$ cat src/rtl/ask_pkg.sv
// Shared definitions for the ASK modulator and demodulator: FSM states, frame levels
// and bit-timing helper.
package ask_pkg;

  typedef enum logic [2:0] {
    StIdle,
    StStart,
    StData,
    StParity,
    StStop
  } state_e;

  localparam logic START_LEVEL = 1'b1;
  localparam logic STOP_LEVEL  = 1'b0;

  // Clocks per keyed bit: two half-periods of div clocks, cpb carrier periods.
  function automatic int unsigned bit_clks(input int unsigned div, input int unsigned cpb);
    return 2 * div * cpb;
  endfunction

endpackage

$ cat src/rtl/ask_carrier_gen.sv
// Square-wave carrier and bit-slot timer. A restart strobe realigns the carrier to the
// start of a high half-period and begins a new bit slot.
module ask_carrier_gen #(
  parameter int unsigned CARRIER_DIV    = 5,
  parameter int unsigned CYCLES_PER_BIT = 8
) (
  input  logic clk,
  input  logic rst_n,
  input  logic restart,
  output logic phase_nxt,
  output logic bit_end,
  output logic bit_end_nxt
);

  localparam int unsigned HalfPeriods = 2 * CYCLES_PER_BIT;
  localparam int unsigned DivW = (CARRIER_DIV > 1) ? $clog2(CARRIER_DIV) : 1;
  localparam int unsigned HpW  = $clog2(HalfPeriods);

  logic [DivW-1:0] div_q, div_d;
  logic [HpW-1:0]  hp_q, hp_d;
  logic            phase_q, phase_d;
  logic            bit_end_q;

  always_comb begin
    div_d   = div_q;
    hp_d    = hp_q;
    phase_d = phase_q;
    if (restart) begin
      div_d   = '0;
      hp_d    = '0;
      phase_d = 1'b1;
    end else if (div_q == DivW'(CARRIER_DIV - 1)) begin
      div_d   = '0;
      phase_d = ~phase_q;
      hp_d    = (hp_q == HpW'(HalfPeriods - 1)) ? '0 : hp_q + HpW'(1);
    end else begin
      div_d = div_q + DivW'(1);
    end
  end

  // Look-ahead lets the top register word_done on the final clock of a slot.
  assign bit_end_nxt = (div_d == DivW'(CARRIER_DIV - 1)) && (hp_d == HpW'(HalfPeriods - 1));
  assign phase_nxt   = phase_d;
  assign bit_end     = bit_end_q;

  always_ff @(posedge clk or negedge rst_n) begin
    if (!rst_n) begin
      div_q     <= '0;
      hp_q      <= '0;
      phase_q   <= 1'b0;
      bit_end_q <= 1'b0;
    end else begin
      div_q     <= div_d;
      hp_q      <= hp_d;
      phase_q   <= phase_d;
      bit_end_q <= bit_end_nxt;
    end
  end

endmodule

$ cat src/rtl/ask_modulator.sv
// ASK transmitter: frames each accepted word (start, data MSB first, stop) and on-off keys
// it onto the carrier. Define ASK_PARITY_EN to insert an even-parity bit before stop.
module ask_modulator
  import ask_pkg::*;
#(
  parameter int unsigned WORD_W         = 8,
  parameter int unsigned CARRIER_DIV    = 5,
  parameter int unsigned CYCLES_PER_BIT = 8
) (
  input  logic              MAX10_CLK1_50,
  input  logic              rst_n,
  input  logic [WORD_W-1:0] word_in,
  input  logic              word_valid,
  output logic              word_ready,
  output logic              ask_out,
  output logic              ask_out_n,
  output logic              tx_bit,
  output logic              busy,
  output logic              word_done
);

  localparam int unsigned IdxW = (WORD_W > 1) ? $clog2(WORD_W) : 1;

  state_e            state_q, state_d;
  logic [WORD_W-1:0] shreg_q, shreg_d;
  logic [IdxW-1:0]   idx_q, idx_d;
  logic              tx_q, tx_d;
  logic              ask_q, ask_n_q, busy_q, done_q;
`ifdef ASK_PARITY_EN
  logic              parity_q, parity_d;
`endif

  logic accept, restart, phase_nxt, bit_end, bit_end_nxt;

  assign word_ready = (state_q == StIdle);
  assign accept     = word_valid & word_ready;
  assign restart    = accept | ((state_q != StIdle) & bit_end);

  ask_carrier_gen #(
    .CARRIER_DIV    (CARRIER_DIV),
    .CYCLES_PER_BIT (CYCLES_PER_BIT)
  ) u_carrier (
    .clk         (MAX10_CLK1_50),
    .rst_n       (rst_n),
    .restart     (restart),
    .phase_nxt   (phase_nxt),
    .bit_end     (bit_end),
    .bit_end_nxt (bit_end_nxt)
  );

  always_comb begin
    state_d  = state_q;
    shreg_d  = shreg_q;
    idx_d    = idx_q;
    tx_d     = tx_q;
`ifdef ASK_PARITY_EN
    parity_d = parity_q;
`endif
    case (state_q)
      StIdle: begin
        if (accept) begin
          state_d  = StStart;
          shreg_d  = word_in;
          idx_d    = '0;
          tx_d     = START_LEVEL;
`ifdef ASK_PARITY_EN
          parity_d = ^word_in;
`endif
        end
      end
      StStart: begin
        if (bit_end) begin
          state_d = StData;
          tx_d    = shreg_q[WORD_W-1];
          shreg_d = shreg_q << 1;
        end
      end
      StData: begin
        if (bit_end) begin
          if (idx_q == IdxW'(WORD_W - 1)) begin
`ifdef ASK_PARITY_EN
            state_d = StParity;
            tx_d    = parity_q;
`else
            state_d = StStop;
            tx_d    = STOP_LEVEL;
`endif
          end else begin
            idx_d   = idx_q + IdxW'(1);
            tx_d    = shreg_q[WORD_W-1];
            shreg_d = shreg_q << 1;
          end
        end
      end
`ifdef ASK_PARITY_EN
      StParity: begin
        if (bit_end) begin
          state_d = StStop;
          tx_d    = STOP_LEVEL;
        end
      end
`endif
      StStop: begin
        if (bit_end) begin
          state_d = StIdle;
          tx_d    = 1'b0;
        end
      end
      default: begin
        state_d = StIdle;
        tx_d    = 1'b0;
      end
    endcase
  end

  always_ff @(posedge MAX10_CLK1_50 or negedge rst_n) begin
    if (!rst_n) begin
      state_q  <= StIdle;
      shreg_q  <= '0;
      idx_q    <= '0;
      tx_q     <= 1'b0;
      ask_q    <= 1'b0;
      ask_n_q  <= 1'b0;
      busy_q   <= 1'b0;
      done_q   <= 1'b0;
`ifdef ASK_PARITY_EN
      parity_q <= 1'b0;
`endif
    end else begin
      state_q  <= state_d;
      shreg_q  <= shreg_d;
      idx_q    <= idx_d;
      tx_q     <= tx_d;
      ask_q    <= phase_nxt & tx_d;
      ask_n_q  <= ~phase_nxt & tx_d;
      busy_q   <= (state_d != StIdle);
      done_q   <= (state_d == StStop) & bit_end_nxt;
`ifdef ASK_PARITY_EN
      parity_q <= parity_d;
`endif
    end
  end

  assign tx_bit    = tx_q;
  assign ask_out   = ask_q;
  assign ask_out_n = ask_n_q;
  assign busy      = busy_q;
  assign word_done = done_q;

endmodule
$ cat config.mk
export PLATFORM = sky130hd
export DESIGN_NAME = ask_modulator
export DESIGN_NICKNAME = d
export VERILOG_FILES = /design/src/rtl/ask_pkg.sv /design/src/rtl/ask_carrier_gen.sv /design/src/rtl/ask_modulator.sv
export SDC_FILE = /design/constraint.sdc
export NUM_CORES = 1
export LEC_CHECK = 0
export CAP_MARGIN = 5
export CORE_MARGIN = 2
export CORE_UTILIZATION = 42
export DETAILED_ROUTE_END_ITERATION = 10
export PLACE_DENSITY_LB_ADDON = 0.15
export SLEW_MARGIN = 15
export SYNTH_ARGS = -nofsm -noshare
export SYNTH_HDL_FRONTEND = slang
export SYNTH_SLANG_ARGS = --single-unit
$ cat constraint.sdc
create_clock -name MAX10_CLK1_50 -period 2.4 [get_ports MAX10_CLK1_50]
set_input_delay 0.6 -clock MAX10_CLK1_50 [delete_from_list [all_inputs] [get_ports MAX10_CLK1_50]]
set_output_delay 0.6 -clock MAX10_CLK1_50 [all_outputs]
set_load 0.01 [all_outputs]
==> qor.txt <==
Status: finished, final reports clean
Layout cells sized above 1: 20.3%
CTS tree: built
Final instance area: 1670 µm²
Crit-path leading delay family: simple AND/OR/NAND/NOR gates
Syn_nets: 145
Mean routed wirelength per cell: 13.5 µm
Relative slew slack: 65.7%
Mapped Avg Cell Area: 11.0 µm²
Htree depth: 1
Final TNS setup: 0 ps
Num rows: 21
Die area: 3850 µm²
Synth warn: 0
Crit path DAT: 2480 ps
CTS Buf Count: 3
Data required time of the worst path: 2630 ps
Worst path bufs/invs: 0
Pwr per Cell Area: 763 nW/µm²
Post-Synth Adder-Cell Area: 5.13%
Yosys reg bits: 28
CP startpoint kind: flip-flop
Minimum clock period: 2250 ps
Met2 GRT Util: 23.8%
CP Cell Sequence: ha_1 > ha_1 > or3b_1 > a211oi_1 > or2_4 > mux2_2
Fillers: 320
Total gr overflow: 0
Multi-input logic area: 652 µm²
CP max FO: 8
Post-synth cell types: 38
Initial antenna violation count: 0
Slew Limit Fails: 0
I/O Pins: 17
Bufs on Longest Clock Path: 2
Core ar.: 3280 µm²
Endpoints failing hold: 0
Post-synthesis cell area: 1410 µm²
Setup crit end kind: flip-flop
Residual DRC: 0
Final setup viols: 0
Met3 Usage GRT: 2.48%
Dpl cell area: 1640 µm²
Global Route met1 Usage: 18.5%
Simple-gate area share of the yosys netlist: 15.4%
Tightest Hold Check Type: flip-flop to flip-flop
CTS root buffer: clkbuf_4
Final ANT Viol Nets: 0
RSZ-0062 raised after global routing: false
Peak supply drop: 0.365 mV
GRT Util Overall: 14.4%
Critical Path Most Common Cell: ha_1
Reg clk slew, reported paths: 140 ps
Port Buf Inserts: 16
Ant diodes: 0
Register Area: 702 µm²
Area Overhead vs Synth: 18.2%
Asr flop ratio synth: 100%
Predominant post-synthesis flop cell: dfrtp_1
Drt pass-1 iters: 4
Mux cell area share after synthesis: 15.0%
Vias in the first global route: 926
CP peak stage delay: 430 ps
Largest net degree at the start of global routing: 29
Slowest stage cell on the critical path: dfrtp_1
Largest family of logic cells by synthesized area: simple AND/OR/NAND/NOR gates
Max Fclk: 444 MHz
Vias: 993
Worst Clk Skew: 7.49 ps
Die Height: 62.0 µm
Synth Area in XOR/XNOR: 1.86%
DIE WIDTH: 62.0 µm
GR peak layer: met2
Via/cell ratio: 5.12
Critical path class: flip-flop to flip-flop
Worst-margin pin slew: 514 ps
Max cap viols: 0
Effective utilization at floorplan: 43.0%
Compound-Gate Fraction of Synth Area: 8.58%
Layout Nets: 166
Final Cycle Share: 93.9%
First-pass GRT wire length: 4.02 mm
P_leak: 0.807 nW
Post-synth EDFFs: 0
Initial DRC Count: 33
Mapped Cells: 129
DPL Wire Length: 1.94 mm
Clk Latency, worst-skew pair: 330 ps
Drt total wl: 2.62 mm
Register area share after synthesis: 49.6%
Final Wtd Congestion: 0.821
Num Clock Sinks: 28
-- cells in the mapped netlist, types with 2 or more instances --
cell type,n,share of area [%]
a21oi_1,6,2.1
mux2i_1,2,1.4
o21ai_0,2,0.71
buf_2,3,1.1
dfrtp_1,28,50
and3_1,4,1.8
nand2b_1,2,0.88
nand3_1,5,1.8
inv_1,10,2.7
xor2_1,2,1.2
nor2_1,9,2.4
ha_1,5,4.4
a21o_1,2,1.1
nor3_1,3,1.1
nand2_1,7,1.9
mux2_2,17,14
-- power by group --
group	total (mW)	switching [mW]	internal (mW)
combinational	0.421	0.211	0.210
sequential	0.664	0.0826	0.581
clock	0.191	0.132	0.0590
-- flip-flops by register name, summed over array words and instances, names as in the netlist --
signal / flops
busy: 1
ask_out: 1
state_q: 3
idx_q: 3
u_carrier.div_q: 3
u_carrier.hp_q: 4
word_done: 1
tx_bit: 1
ask_out_n: 1
u_carrier.bit_end: 1
u_carrier.phase_q: 1
shreg_q: 8
-- logic make-up (layout without fill, tap and decap cells) --
kind of cell,Yosys count,in the layout
flip-flops,28,28
multiplexers,19,19
buffers and inverters,15,34
AND/OR/NAND/NOR,40,40
AO/OA/AOI/OAI,18,18
XOR/XNOR,3,3
adder cells (fa/ha/maj),6,6
-- layout make-up --
cell class                      instances  share of cell area, %
Multi-Input combinational cell         86                   39.0
Inverter                               10                   2.25
Clock buffer                            3                   1.35
Tap cell                               46                   3.44
Sequential cell                        28                   42.0
Timing Repair Buffer                   21                   12.0
-- routing by layer --
metal	wire, µm	share of wire, %
met1	1250	48
met2	1220	47
met5	0	0
met4	36	1.4
met3	114	4.3
-- worst paths after layout --
check                                   startpoint                  to  slack, ps  depth (start not counted)
worst max-delay path                      idx_q[0]          shreg_q[5]        150                          6
worst min-delay path            u_carrier.div_q[0]  u_carrier.div_q[0]        500                          1
worst max register to register            idx_q[0]          shreg_q[5]        150                          6
worst min register to register  u_carrier.div_q[0]  u_carrier.div_q[0]        500                          1
max in group asynchronous                    rst_n          state_q[0]       1500                          2
min in group asynchronous                    rst_n          shreg_q[3]        620                          2
-- cell usage in the layout (no fill, tap or decap), types with 2 or more instances in the layout --
master,instances
dfrtp_1,27
mux2_2,17
clkdlybuf4s50_1,15
inv_1,10
nor2_1,9
nand2_1,7
a21oi_1,6
nand3_1,5
ha_1,5
buf_4,5
and3_1,4
nor3_1,3
clkbuf_4,3
a21o_1,2
xor2_1,2
mux2i_1,2
o21ai_0,2
nand2b_1,2
-- timing repair --
item                                   CTS  global route
endpoints found under the hold margin    0             0
setup endpoints to repair                0             8
gates resized for setup                  0             3
buffers inserted                         0             0
hold buffers                             0             0
-- per-stage QoR --
step                utilization, %  power (mW)  setup WS [ps]  cells  hold slack (ps)
floorplan                        -       0.953            327    129              304
global placement              50.0        1.09            109    191              474
detailed placement            50.0        1.10           83.2    191              492
CTS                           50.7        1.30           14.0    194              514
global route                  50.9        1.38           70.1    194              518
finish                        50.9        1.28            147    194              501
(Power assumes the default switching activity.)
